### src/rtl/draw_bg_rects_pkg.sv
// Shared types and constants for the background renderer: rectangle record,
// screen geometry, commit FSM states and the power-up rectangle layout.
package draw_bg_rects_pkg;

  localparam int HOR_PIXELS = 1024;
  localparam int VER_PIXELS = 768;
  localparam int RECT_W     = 57;
  localparam int MAX_RECTS  = 32;

  typedef struct packed {
    logic [10:0] x0;
    logic [10:0] y0;
    logic [10:0] x1;
    logic [10:0] y1;
    logic [11:0] rgb;
    logic        blink;
  } rect_t;

  typedef enum logic {
    IDLE,
    PENDING
  } commit_state_e;

  // x0 > x1 makes a slot unreachable, so unused slots can never paint a pixel.
  localparam rect_t EMPTY_RECT = '{11'd2047, 11'd0, 11'd0, 11'd0, 12'h000, 1'b0};

  localparam rect_t DEFAULT_RECTS [MAX_RECTS] = '{
    0: '{11'd32,  11'd32,  11'd991, 11'd47,  12'h888, 1'b0},
    1: '{11'd32,  11'd720, 11'd991, 11'd735, 12'h888, 1'b0},
    2: '{11'd32,  11'd48,  11'd47,  11'd719, 12'h888, 1'b0},
    3: '{11'd976, 11'd48,  11'd991, 11'd719, 12'h888, 1'b0},
    4: '{11'd300, 11'd300, 11'd363, 11'd363, 12'hf80, 1'b0},
    5: '{11'd600, 11'd200, 11'd631, 11'd500, 12'h0a0, 1'b0},
    6: '{11'd700, 11'd550, 11'd759, 11'd609, 12'hc0c, 1'b1},
    default: EMPTY_RECT
  };

endpackage

### src/rtl/vga_if.sv
// VGA timing bundle passed between the stages of the video chain.
interface vga_if;
  logic [10:0] hcount;
  logic [10:0] vcount;
  logic        hsync;
  logic        vsync;
  logic        hblnk;
  logic        vblnk;
  logic [11:0] rgb;

  modport in  (input  hcount, vcount, hsync, vsync, hblnk, vblnk, rgb);
  modport out (output hcount, vcount, hsync, vsync, hblnk, vblnk, rgb);
endinterface

### src/rtl/draw_bg_rects_hit.sv
// Combinational inclusive-bounds test of one pixel against one rectangle.
module rect_hit
  import draw_bg_rects_pkg::*;
(
  input  rect_t       rect,
  input  logic [10:0] hcount,
  input  logic [10:0] vcount,
  output logic        hit
);

  logic unused_fields;

  assign unused_fields = ^{rect.rgb, rect.blink};

  // A degenerate rectangle (x0 > x1 or y0 > y1) fails one pair and never hits.
  assign hit = (rect.x0 <= hcount) && (hcount <= rect.x1) &&
               (rect.y0 <= vcount) && (vcount <= rect.y1);

endmodule

### src/rtl/draw_bg_rects.sv
// Background renderer: border frame plus double-buffered, optionally blinking
// rectangles, with a two-cycle pipeline from vga_in to vga_out.
module draw_bg_rects
  import draw_bg_rects_pkg::*;
#(
  parameter int          NUM_RECTS    = 16,
  parameter int          BORDER_W     = 1,
  parameter logic [11:0] BORDER_RGB   = 12'h00f,
  parameter logic [11:0] BG_RGB       = 12'h000,
  parameter int          BLINK_FRAMES = 32
) (
  input  logic              clk,
  input  logic              rst,
  vga_if.in                 vga_in,
  vga_if.out                vga_out,
  input  logic              cfg_we,
  input  logic [4:0]        cfg_addr,
  input  logic [RECT_W-1:0] cfg_data,
  input  logic              cfg_commit,
  output logic              cfg_pending
);

  localparam int          CNT_W  = $clog2(BLINK_FRAMES);
  localparam logic [10:0] BW     = 11'(BORDER_W);
  localparam logic [10:0] H_EDGE = 11'(HOR_PIXELS - BORDER_W);
  localparam logic [10:0] V_EDGE = 11'(VER_PIXELS - BORDER_W);

  rect_t              shadow [NUM_RECTS];
  rect_t              active [NUM_RECTS];
  commit_state_e      state, state_nxt;
  logic               vblnk_rise, do_copy;
  logic [CNT_W-1:0]   frame_cnt;
  logic               blink_phase;
  logic [NUM_RECTS-1:0] hit, show;
  logic [11:0]        rect_rgb, pixel_rgb;
  logic               rect_any, border;
  logic               unused_rgb;

  logic [10:0] s1_hcount, s1_vcount;
  logic        s1_hsync, s1_vsync, s1_hblnk, s1_vblnk;
  logic        s1_border, s1_rect_any, s1_valid;
  logic [11:0] s1_rect_rgb;

  assign unused_rgb  = ^vga_in.rgb;
  assign vblnk_rise  = vga_in.vblnk && !s1_vblnk;
  assign do_copy     = vblnk_rise && ((state == PENDING) || cfg_commit);
  assign cfg_pending = (state == PENDING);

  for (genvar g = 0; g < NUM_RECTS; g++) begin : g_hit
    rect_hit u_hit (
      .rect   (active[g]),
      .hcount (vga_in.hcount),
      .vcount (vga_in.vcount),
      .hit    (hit[g])
    );
  end

  // Priority is resolved in S1 so each pixel sees one consistent bank and
  // blink phase, even on the edge where a commit or phase flip lands.
  always_comb begin
    show     = '0;
    rect_any = 1'b0;
    rect_rgb = 12'h000;
    for (int i = 0; i < NUM_RECTS; i++)
      show[i] = hit[i] && (!active[i].blink || !blink_phase);
    for (int i = NUM_RECTS - 1; i >= 0; i--) begin
      if (show[i]) begin
        rect_any = 1'b1;
        rect_rgb = active[i].rgb;
      end
    end
  end

  assign border = (vga_in.hcount < BW) || (vga_in.hcount >= H_EDGE) ||
                  (vga_in.vcount < BW) || (vga_in.vcount >= V_EDGE);

  always_comb begin
    state_nxt = state;
    case (state)
      IDLE:    if (cfg_commit && !vblnk_rise) state_nxt = PENDING;
      PENDING: if (vblnk_rise)                state_nxt = IDLE;
      default: state_nxt = IDLE;
    endcase
  end

  always_ff @(posedge clk or negedge rst) begin
    if (!rst) state <= IDLE;
    else      state <= state_nxt;
  end

  // The copy reads shadow before this cycle's write lands, so a write in the
  // copy cycle waits for the next commit.
  always_ff @(posedge clk or negedge rst) begin
    if (!rst) begin
      for (int i = 0; i < NUM_RECTS; i++) begin
        shadow[i] <= DEFAULT_RECTS[i];
        active[i] <= DEFAULT_RECTS[i];
      end
    end else begin
      for (int i = 0; i < NUM_RECTS; i++) begin
        if (do_copy) active[i] <= shadow[i];
        if (cfg_we && (cfg_addr == 5'(i))) shadow[i] <= rect_t'(cfg_data);
      end
    end
  end

  always_ff @(posedge clk or negedge rst) begin
    if (!rst) begin
      frame_cnt   <= '0;
      blink_phase <= 1'b0;
    end else if (vblnk_rise) begin
      if (frame_cnt == CNT_W'(BLINK_FRAMES - 1)) begin
        frame_cnt   <= '0;
        blink_phase <= !blink_phase;
      end else begin
        frame_cnt <= frame_cnt + 1'b1;
      end
    end
  end

  always_ff @(posedge clk or negedge rst) begin
    if (!rst) begin
      s1_hcount   <= '0;
      s1_vcount   <= '0;
      s1_hsync    <= 1'b0;
      s1_vsync    <= 1'b0;
      s1_hblnk    <= 1'b0;
      s1_vblnk    <= 1'b0;
      s1_border   <= 1'b0;
      s1_rect_any <= 1'b0;
      s1_rect_rgb <= '0;
      s1_valid    <= 1'b0;
    end else begin
      s1_hcount   <= vga_in.hcount;
      s1_vcount   <= vga_in.vcount;
      s1_hsync    <= vga_in.hsync;
      s1_vsync    <= vga_in.vsync;
      s1_hblnk    <= vga_in.hblnk;
      s1_vblnk    <= vga_in.vblnk;
      s1_border   <= border;
      s1_rect_any <= rect_any;
      s1_rect_rgb <= rect_rgb;
      s1_valid    <= 1'b1;
    end
  end

  always_comb begin
    pixel_rgb = BG_RGB;
    if (!s1_valid || s1_hblnk || s1_vblnk) pixel_rgb = 12'h000;
    else if (s1_border)                    pixel_rgb = BORDER_RGB;
    else if (s1_rect_any)                  pixel_rgb = s1_rect_rgb;
  end

  always_ff @(posedge clk or negedge rst) begin
    if (!rst) begin
      vga_out.hcount <= '0;
      vga_out.vcount <= '0;
      vga_out.hsync  <= 1'b0;
      vga_out.vsync  <= 1'b0;
      vga_out.hblnk  <= 1'b0;
      vga_out.vblnk  <= 1'b0;
      vga_out.rgb    <= '0;
    end else begin
      vga_out.hcount <= s1_hcount;
      vga_out.vcount <= s1_vcount;
      vga_out.hsync  <= s1_hsync;
      vga_out.vsync  <= s1_vsync;
      vga_out.hblnk  <= s1_hblnk;
      vga_out.vblnk  <= s1_vblnk;
      vga_out.rgb    <= pixel_rgb;
    end
  end

endmodule
### src/flat_wrapper.sv
// flat-port wrapper written by rule: the top's interface ports become plain ports
module draw_bg_rects_flat import draw_bg_rects_pkg::*;
#(
  parameter int          NUM_RECTS    = 16,
  parameter int          BORDER_W     = 1,
  parameter logic [11:0] BORDER_RGB   = 12'h00f,
  parameter logic [11:0] BG_RGB       = 12'h000,
  parameter int          BLINK_FRAMES = 32
)
  (clk, rst, cfg_we, cfg_addr, cfg_data, cfg_commit, cfg_pending, vga_in_hcount, vga_in_vcount, vga_in_hsync, vga_in_vsync, vga_in_hblnk, vga_in_vblnk, vga_in_rgb, vga_out_hcount, vga_out_vcount, vga_out_hsync, vga_out_vsync, vga_out_hblnk, vga_out_vblnk, vga_out_rgb);
  vga_if vga_in_i ();
  vga_if vga_out_i ();
  input  logic clk;
  input  logic rst;
  input  logic cfg_we;
  input  logic [4:0] cfg_addr;
  input  logic [RECT_W-1:0] cfg_data;
  input  logic cfg_commit;
  output logic cfg_pending;
  input wire logic [$bits(vga_in_i.hcount)-1:0] vga_in_hcount;
  input wire logic [$bits(vga_in_i.vcount)-1:0] vga_in_vcount;
  input wire logic [$bits(vga_in_i.hsync)-1:0] vga_in_hsync;
  input wire logic [$bits(vga_in_i.vsync)-1:0] vga_in_vsync;
  input wire logic [$bits(vga_in_i.hblnk)-1:0] vga_in_hblnk;
  input wire logic [$bits(vga_in_i.vblnk)-1:0] vga_in_vblnk;
  input wire logic [$bits(vga_in_i.rgb)-1:0] vga_in_rgb;
  output wire logic [$bits(vga_out_i.hcount)-1:0] vga_out_hcount;
  output wire logic [$bits(vga_out_i.vcount)-1:0] vga_out_vcount;
  output wire logic [$bits(vga_out_i.hsync)-1:0] vga_out_hsync;
  output wire logic [$bits(vga_out_i.vsync)-1:0] vga_out_vsync;
  output wire logic [$bits(vga_out_i.hblnk)-1:0] vga_out_hblnk;
  output wire logic [$bits(vga_out_i.vblnk)-1:0] vga_out_vblnk;
  output wire logic [$bits(vga_out_i.rgb)-1:0] vga_out_rgb;
  assign vga_in_i.hcount = vga_in_hcount;
  assign vga_in_i.vcount = vga_in_vcount;
  assign vga_in_i.hsync = vga_in_hsync;
  assign vga_in_i.vsync = vga_in_vsync;
  assign vga_in_i.hblnk = vga_in_hblnk;
  assign vga_in_i.vblnk = vga_in_vblnk;
  assign vga_in_i.rgb = vga_in_rgb;
  assign vga_out_hcount = vga_out_i.hcount;
  assign vga_out_vcount = vga_out_i.vcount;
  assign vga_out_hsync = vga_out_i.hsync;
  assign vga_out_vsync = vga_out_i.vsync;
  assign vga_out_hblnk = vga_out_i.hblnk;
  assign vga_out_vblnk = vga_out_i.vblnk;
  assign vga_out_rgb = vga_out_i.rgb;
  draw_bg_rects #(.NUM_RECTS(NUM_RECTS), .BORDER_W(BORDER_W), .BORDER_RGB(BORDER_RGB), .BG_RGB(BG_RGB), .BLINK_FRAMES(BLINK_FRAMES)) u_core (.clk(clk), .rst(rst), .vga_in(vga_in_i), .vga_out(vga_out_i), .cfg_we(cfg_we), .cfg_addr(cfg_addr), .cfg_data(cfg_data), .cfg_commit(cfg_commit), .cfg_pending(cfg_pending));
endmodule
### config.mk
export PLATFORM = sky130hd
export DESIGN_NAME = draw_bg_rects_flat
export DESIGN_NICKNAME = d
export VERILOG_FILES = /design/src/rtl/draw_bg_rects_pkg.sv /design/src/rtl/vga_if.sv /design/src/rtl/draw_bg_rects_hit.sv /design/src/rtl/draw_bg_rects.sv /design/src/flat_wrapper.sv
export SDC_FILE = /design/constraint.sdc
export NUM_CORES = 2
export LEC_CHECK = 0
export ABC_AREA = 1
export BUFFER_PORTS_ARGS = -buffer_cell sky130_fd_sc_hd__buf_2
export CAP_MARGIN = 10
export CORE_MARGIN = 4
export CORE_UTILIZATION = 48
export CTS_BUF_LIST = sky130_fd_sc_hd__clkbuf_8
export CTS_CLUSTER_SIZE = 20
export DETAILED_ROUTE_END_ITERATION = 10
export MAX_ROUTING_LAYER = met4
export SYNTH_ARGS = -nofsm -noshare
export SYNTH_HDL_FRONTEND = slang
export SYNTH_HIERARCHICAL = 1
export SYNTH_SLANG_ARGS = --single-unit
### constraint.sdc
create_clock -name clk -period 6.4 [get_ports clk]
set_input_delay 0.64 -clock clk [delete_from_list [all_inputs] [get_ports clk]]
set_output_delay 0.64 -clock clk [all_outputs]
set_load 0.01 [all_outputs]
-- Word level (Yosys, flattened, before mapping)
Cells that the tools add are included.
- bits in registers: 1910
- input port bits: 104
- output and inout port bits: 39
- logic and storage cells: 464
- $add $sub $neg: 1
- $lt $le $gt $ge: 68
- equal/unequal tests: 16
- mux-type cells: 39
- bitwise operators: 1
- reductions and logical operators: 127
- operator list (kind ; count):
    11-bit <= comparator ; 64
    12-bit 2-to-1 mux ; 19
    1-bit logical AND ; 83
    5-bit by 4-bit equality test with 1-bit output (second input constant) ; 8
    11-bit by 10-bit >= comparator with 1-bit output (second input constant) ; 2
    1-bit logical OR ; 22
    11-bit by 1-bit < comparator with 1-bit output (second input constant) ; 2
    5-bit by 3-bit equality test with 1-bit output (second input constant) ; 4
    1-bit zero test ; 20
    1-bit 2-to-1 mux ; 18
    5-bit by 2-bit equality test with 1-bit output (second input constant) ; 2
    5-bit by 1-bit adder with 5-bit output (second input constant) ; 1
    5-bit by 1-bit equality test with 1-bit output (second input constant) ; 1
    5-bit equality test (second input constant) ; 1
    5-bit zero test ; 1
    5-bit 2-to-1 mux ; 1
    1-bit one-hot mux with 2 select lines ; 1
    2-bit AND reduction ; 1
    1-bit inverter ; 1

-- Depth between registers and ports, before layout
- depth in word-level cells: 21
- gate-level depth with buffers: 29
- mapped depth without buffers: 29

-- Modules after synthesis
Netlist, hierarchy kept.
- by module, submodules not included (module ; times used ; cells an instance ; area an instance (um^2) ; seq. area each (um^2)):
    draw_bg_rects ; 1 ; 5591 ; 71039.4 ; 48449.0
    rect_hit at u_core.g_hit[0].u_hit ... ; 15 ; 215 ; 1248.7 ; 0.0
    rect_hit at u_core.g_hit[14].u_hit ; 1 ; 215 ; 1249.9 ; 0.0

-- Worst setup path after synthesis
Ideal clock, no wire load.
- kind: input-to-reg
- start point: input port vga_in_vcount[10]
- end point: register u_core.s1_rect_rgb[11]
- library setup time: 0.120 ns
- arrival: 2.421 ns
- required time: 6.280 ns
- slack: 3.859 ns
- cell stages on the path: 19
- buffers on the path: 1
- path through: inv_1 ha_1 nand2_1 nor2_2 and2_1 nand4_1 nand2_1 nand2_1 nor2_2 nand2_2 buf_4 o211ai_1 nand3_1 o211ai_1 a21oi_1 o21bai_1 nand2_1 nand2_1 a21oi_2
- elaborated cells between the ends (all ways): 96
- classes of those cells: order compare: 32; mux: 16; reduce/logical: 48
- RTL lines (what ; RTL line ; RTL):
    start: declaration ; flat_wrapper.sv:21 ; input wire logic [$bits(vga_in_i.vcount)-1:0] vga_in_vcount;
    11-bit <= comparator ; draw_bg_rects_hit.sv:17 ; (rect.y0 <= vcount) && (vcount <= rect.y1);
    1-bit logical AND ; draw_bg_rects_hit.sv:16 ; assign hit = (rect.x0 <= hcount) && (hcount <= rect.x1) &&
    1-bit logical AND (*) ; draw_bg_rects_hit.sv:17 ;
    net u_core.hit[14] ; draw_bg_rects.sv:34 ; logic [NUM_RECTS-1:0] hit, show;
    1-bit logical AND (*) ; draw_bg_rects.sv:65 ; show[i] = hit[i] && (!active[i].blink || !blink_phase);
    12-bit 2-to-1 mux (*) (15 in series) ; draw_bg_rects.sv:67 ; if (show[i]) begin
    net u_core.rect_rgb[11] ; draw_bg_rects.sv:35 ; logic [11:0] rect_rgb, pixel_rgb;
    end signal: assignment ; draw_bg_rects.sv:142 ; s1_rect_rgb <= rect_rgb;
    end: declaration ; draw_bg_rects.sv:42 ; logic [11:0] s1_rect_rgb;
Mark *: on every way through the listed nets, which the timed path passes. The rest lies on a longest branch.
A chain may end at the register's enable or synchronous reset.

-- Worst setup path after layout
- start point: input port vga_in_vcount[6]
- end point: register u_core.s1_rect_rgb[9]
- elaborated cells between the ends (all ways): 96
- classes of those cells: order compare: 32; mux: 16; reduce/logical: 48
- RTL lines (what ; RTL line):
    11-bit <= comparator ; draw_bg_rects_hit.sv:17
    1-bit logical AND ; draw_bg_rects_hit.sv:16
    1-bit logical AND (*) ; draw_bg_rects_hit.sv:17
    net u_core.hit[2] ; draw_bg_rects.sv:34
    1-bit logical AND (*) ; draw_bg_rects.sv:65
    12-bit 2-to-1 mux (*) (3 in series) ; draw_bg_rects.sv:67
    net u_core.rect_rgb[9] ; draw_bg_rects.sv:35
Marks and branches as above.

==> impl_results.md <==
- DR pass1 iterations: 9
- Core area: ~190000 sq um
- CTS Root Cell: clkbuf_8
- Yosys warns: 6
- Data arrival time of the critical path: around 5.2 ns
- Chip height: 443 microns
- Synth async-reset ratio: 100%
- Hold Path Class: primary input to register
- First-pass GRT wire length: 368000 microns
- CTS max path bufs: 4
- Pleak: 0.0523 uW
- Final-report setup violation count: 0
- Commonest non-fill, non-tap cells in the layout: nand2_1, dfrtp_1, inv_1
- GRT Util Overall: 24.7%
- Initial Util: 48.4%
- Max-Cap Viols: 0
- Crit. Startpoint: vga_in_vcount[6]
- Maximum VDD drop: 0.000198 V
- Drc violations: 0
- Max FO, Critical Path: 13
- Fmax: roughly 230 MHz
- Critical path capture point type: register
- Unrepaired setup endpoints after global routing: no
- Worst-margin pin slew: 1.21 ns
- Total chip power: 36200 uW
- DP HPWL: 145000 microns
- Area Overhead vs Synth: 11.4%
- Antenna-violating nets left: 0
- Std-Cell Rows: 159
- Top_reg_cell synth: dfrtp_1
- R2R setup slack: between 2 and 3 ns
- Resized cells post-CTS: 0
- Via density: 5.21
- H-tree depth: 5
- Clock skew: 0.0836 ns
- R2r worst-path depth: 27
- Worst-Skew Late Latency: roughly 1.0 ns
- Top cell type's share of synthesized area: 38.2%
- Drt initial violations: between 4000 and 5000
- Syn Area/Cell: 10.1 sq um
- Critical path type: primary input to register
- Wire per inst: roughly 20 microns
- Clock sink total: about 1900
- Critical Path Sink: u_core/s1_rect_rgb[9]
- CTS tree: done
- Routed wire length: roughly 240000 microns
- GPL Wtd Cong: 0.814
- Period utilization: around 68%
- Post-CTS Setup Repair Bufs: 0
- Post-layout net count: ~10000
- Initial antenna violation count: 16
- Inst Count DP: 11400
- Critical R2R Launch: u_core/active[144]
- Register area share after synthesis: 53.2%
- Total CTS buffers: 345
- EDFF count, synth: 0
- Clock-pin slew on the worst setup and hold paths: 0.05 ns
- Filler Cells Inserted: 16900
- PortBufs: 130
- Max Slew Vio Count: 0
- RR Endpoint: u_core/s1_rect_rgb[10]
- Boundary Pins: 143
- Largest net degree at the start of global routing: 182
- Run status: complete, no violations
- Yosys top cell by area: dfrtp_1
- Vias in the first global route: between 60000 and 70000
- Non-filler instance count after layout: 12000
- Vias: 62600
- Syn_nets: between 9000 and 10000
- Syn Inst Count: about 9000
- Grt ovf: 0
- Synth cell types: 47
- Power Density: 357 nW/um^2
- Hold-fix buffers, CTS: 12
- Most common cell after layout, fill and taps aside: nand2_1
- Rel. slew slack: 19.4%
- Chip width: 443 microns
- Endpoints failing hold: 0
- Cell area after synthesis: 91000 sq um
- Post-synthesis register bit count: 1910
- Area contributors post-synth: dfrtp_1, dfstp_2, mux2_2, ha_1, nand2_1
- Layout cell share with drive strength beyond 1: 23.2%
- Total Neg Setup Slack: 0 ns
- Die area: 197000 sq um
- Startpoint Class: primary input
- CP Data Required Time: approximately 7.3 ns
- Min Tclk post-route: around 4.3 ns
[flip-flops by register name (all words and copies together), names as in the netlist, 5 cells and up]
signal                 flops
u_core/active            912
u_core/vga_out.vcount     11
u_core/s1_rect_rgb        12
u_core/shadow            912
u_core/vga_out.rgb        12
u_core/vga_out.hcount     11
u_core/s1_hcount          11
u_core/frame_cnt           5
u_core/s1_vcount          11
[routing by layer]
layer | GRT usage [%] | up-vias | part of all wire, %
li1 | - | 29800 | -
met3 | 3.05 | 434 | 4.1
met1 | 33.1 | 31200 | 46
met2 | 39.6 | 1226 | 47
met4 | 7.78 | 0 | 3.0
met5 | - | - | 0
[through the flow]
stage	hold WS, ns	cell area, sq um	utilization [%]	setup WS (ns)
detailed placement	0.335	94300	50.1	1.45
global placement	0.333	94300	50.1	1.44
global route	0.0788	101000	53.9	1.89
finish	0.130	101000	53.9	2.07
floorplan	0.331	91000	-	3.86
CTS	0.0424	101000	53.9	2.24
[power by group]
| group | leakage (uW) | switching (uW) | internal [uW] |
|---|---|---|---|
| sequential | 0.0234 | 1410 | 15300 |
| combinational | 0.0248 | 4570 | 3490 |
| clock | 0.00409 | 5040 | 6380 |
[Yosys cell counts (12+ instances only)]
cell and n:
nor2_1 191, ha_1 706, dfstp_2 522, mux2_1 36, mux2_2 863, nor2_2 51, nand3_1 108, a221oi_1 12
nand2_1 2108, buf_2 100, a21o_1 15, a21o_2 17, buf_1 57, nand4_1 70, dfrtp_1 1388, o21ai_1 16
buf_4 29, clkbuf_1 183, o221ai_1 14, o21ai_0 978, a21oi_1 229, and2_1 32, inv_1 1211
[worst min-delay path by stage]
stage	startpoint	end	cells past startpoint
2_1_floorplan	u_core/s1_hcount[0]	u_core/vga_out.hcount[0]	0
3_3_place_gp	u_core/s1_vcount[10]	u_core/vga_out.vcount[10]	0
3_5_place_dp	u_core/s1_hcount[6]	u_core/vga_out.hcount[6]	0
4_1_cts	vga_in_vcount[9]	u_core/s1_vcount[9]	2
5_1_grt	vga_in_vcount[5]	u_core/s1_vcount[5]	2
6_report	vga_in_vcount[9]	u_core/s1_vcount[9]	2
[layout make-up]
type	instances	area (sq um)	area share, %
flip-flops and latches	1910	48400	47.8
clock buffers	433	5960	5.88
inverters	1216	4560	4.50
repair buffers	249	1890	1.86
well taps	2495	3120	3.08
diodes	10	25.0	0.0247
clock inverters	180	950	0.937
multi-input cells	5528	36400	35.9
[worst max-delay path: stages]
cell and delay [ns]:
dlygate4sd3_1 0.53, buf_2 0.43, buf_4 0.35, inv_1 0.08
ha_1 0.30, nand2_1 0.07, nor2_1 0.09, and2_1 0.16
nand2_1 0.05, nand3_1 0.07, nand2_1 0.11, nand2_1 0.31
nor2_2 0.05, nand2_1 0.62, nand2_1 0.64, a221o_1 0.44
a21oi_1 0.18, o21ai_1 0.08
[logic make-up after synthesis]
logic type | Yosys count | share of synthesized area, %
simple gates | 2600 | 11.4
flops | 1910 | 53.2
buf+inv | 1593 | 6.89
compound gates | 1320 | 7.61
mux | 900 | 11.1
fa+ha+maj | 706 | 9.70
other cells | 1 | 0.00412
xor+xnor | 1 | 0.00962
No activity file was read; power rests on OpenSTA's default activity.
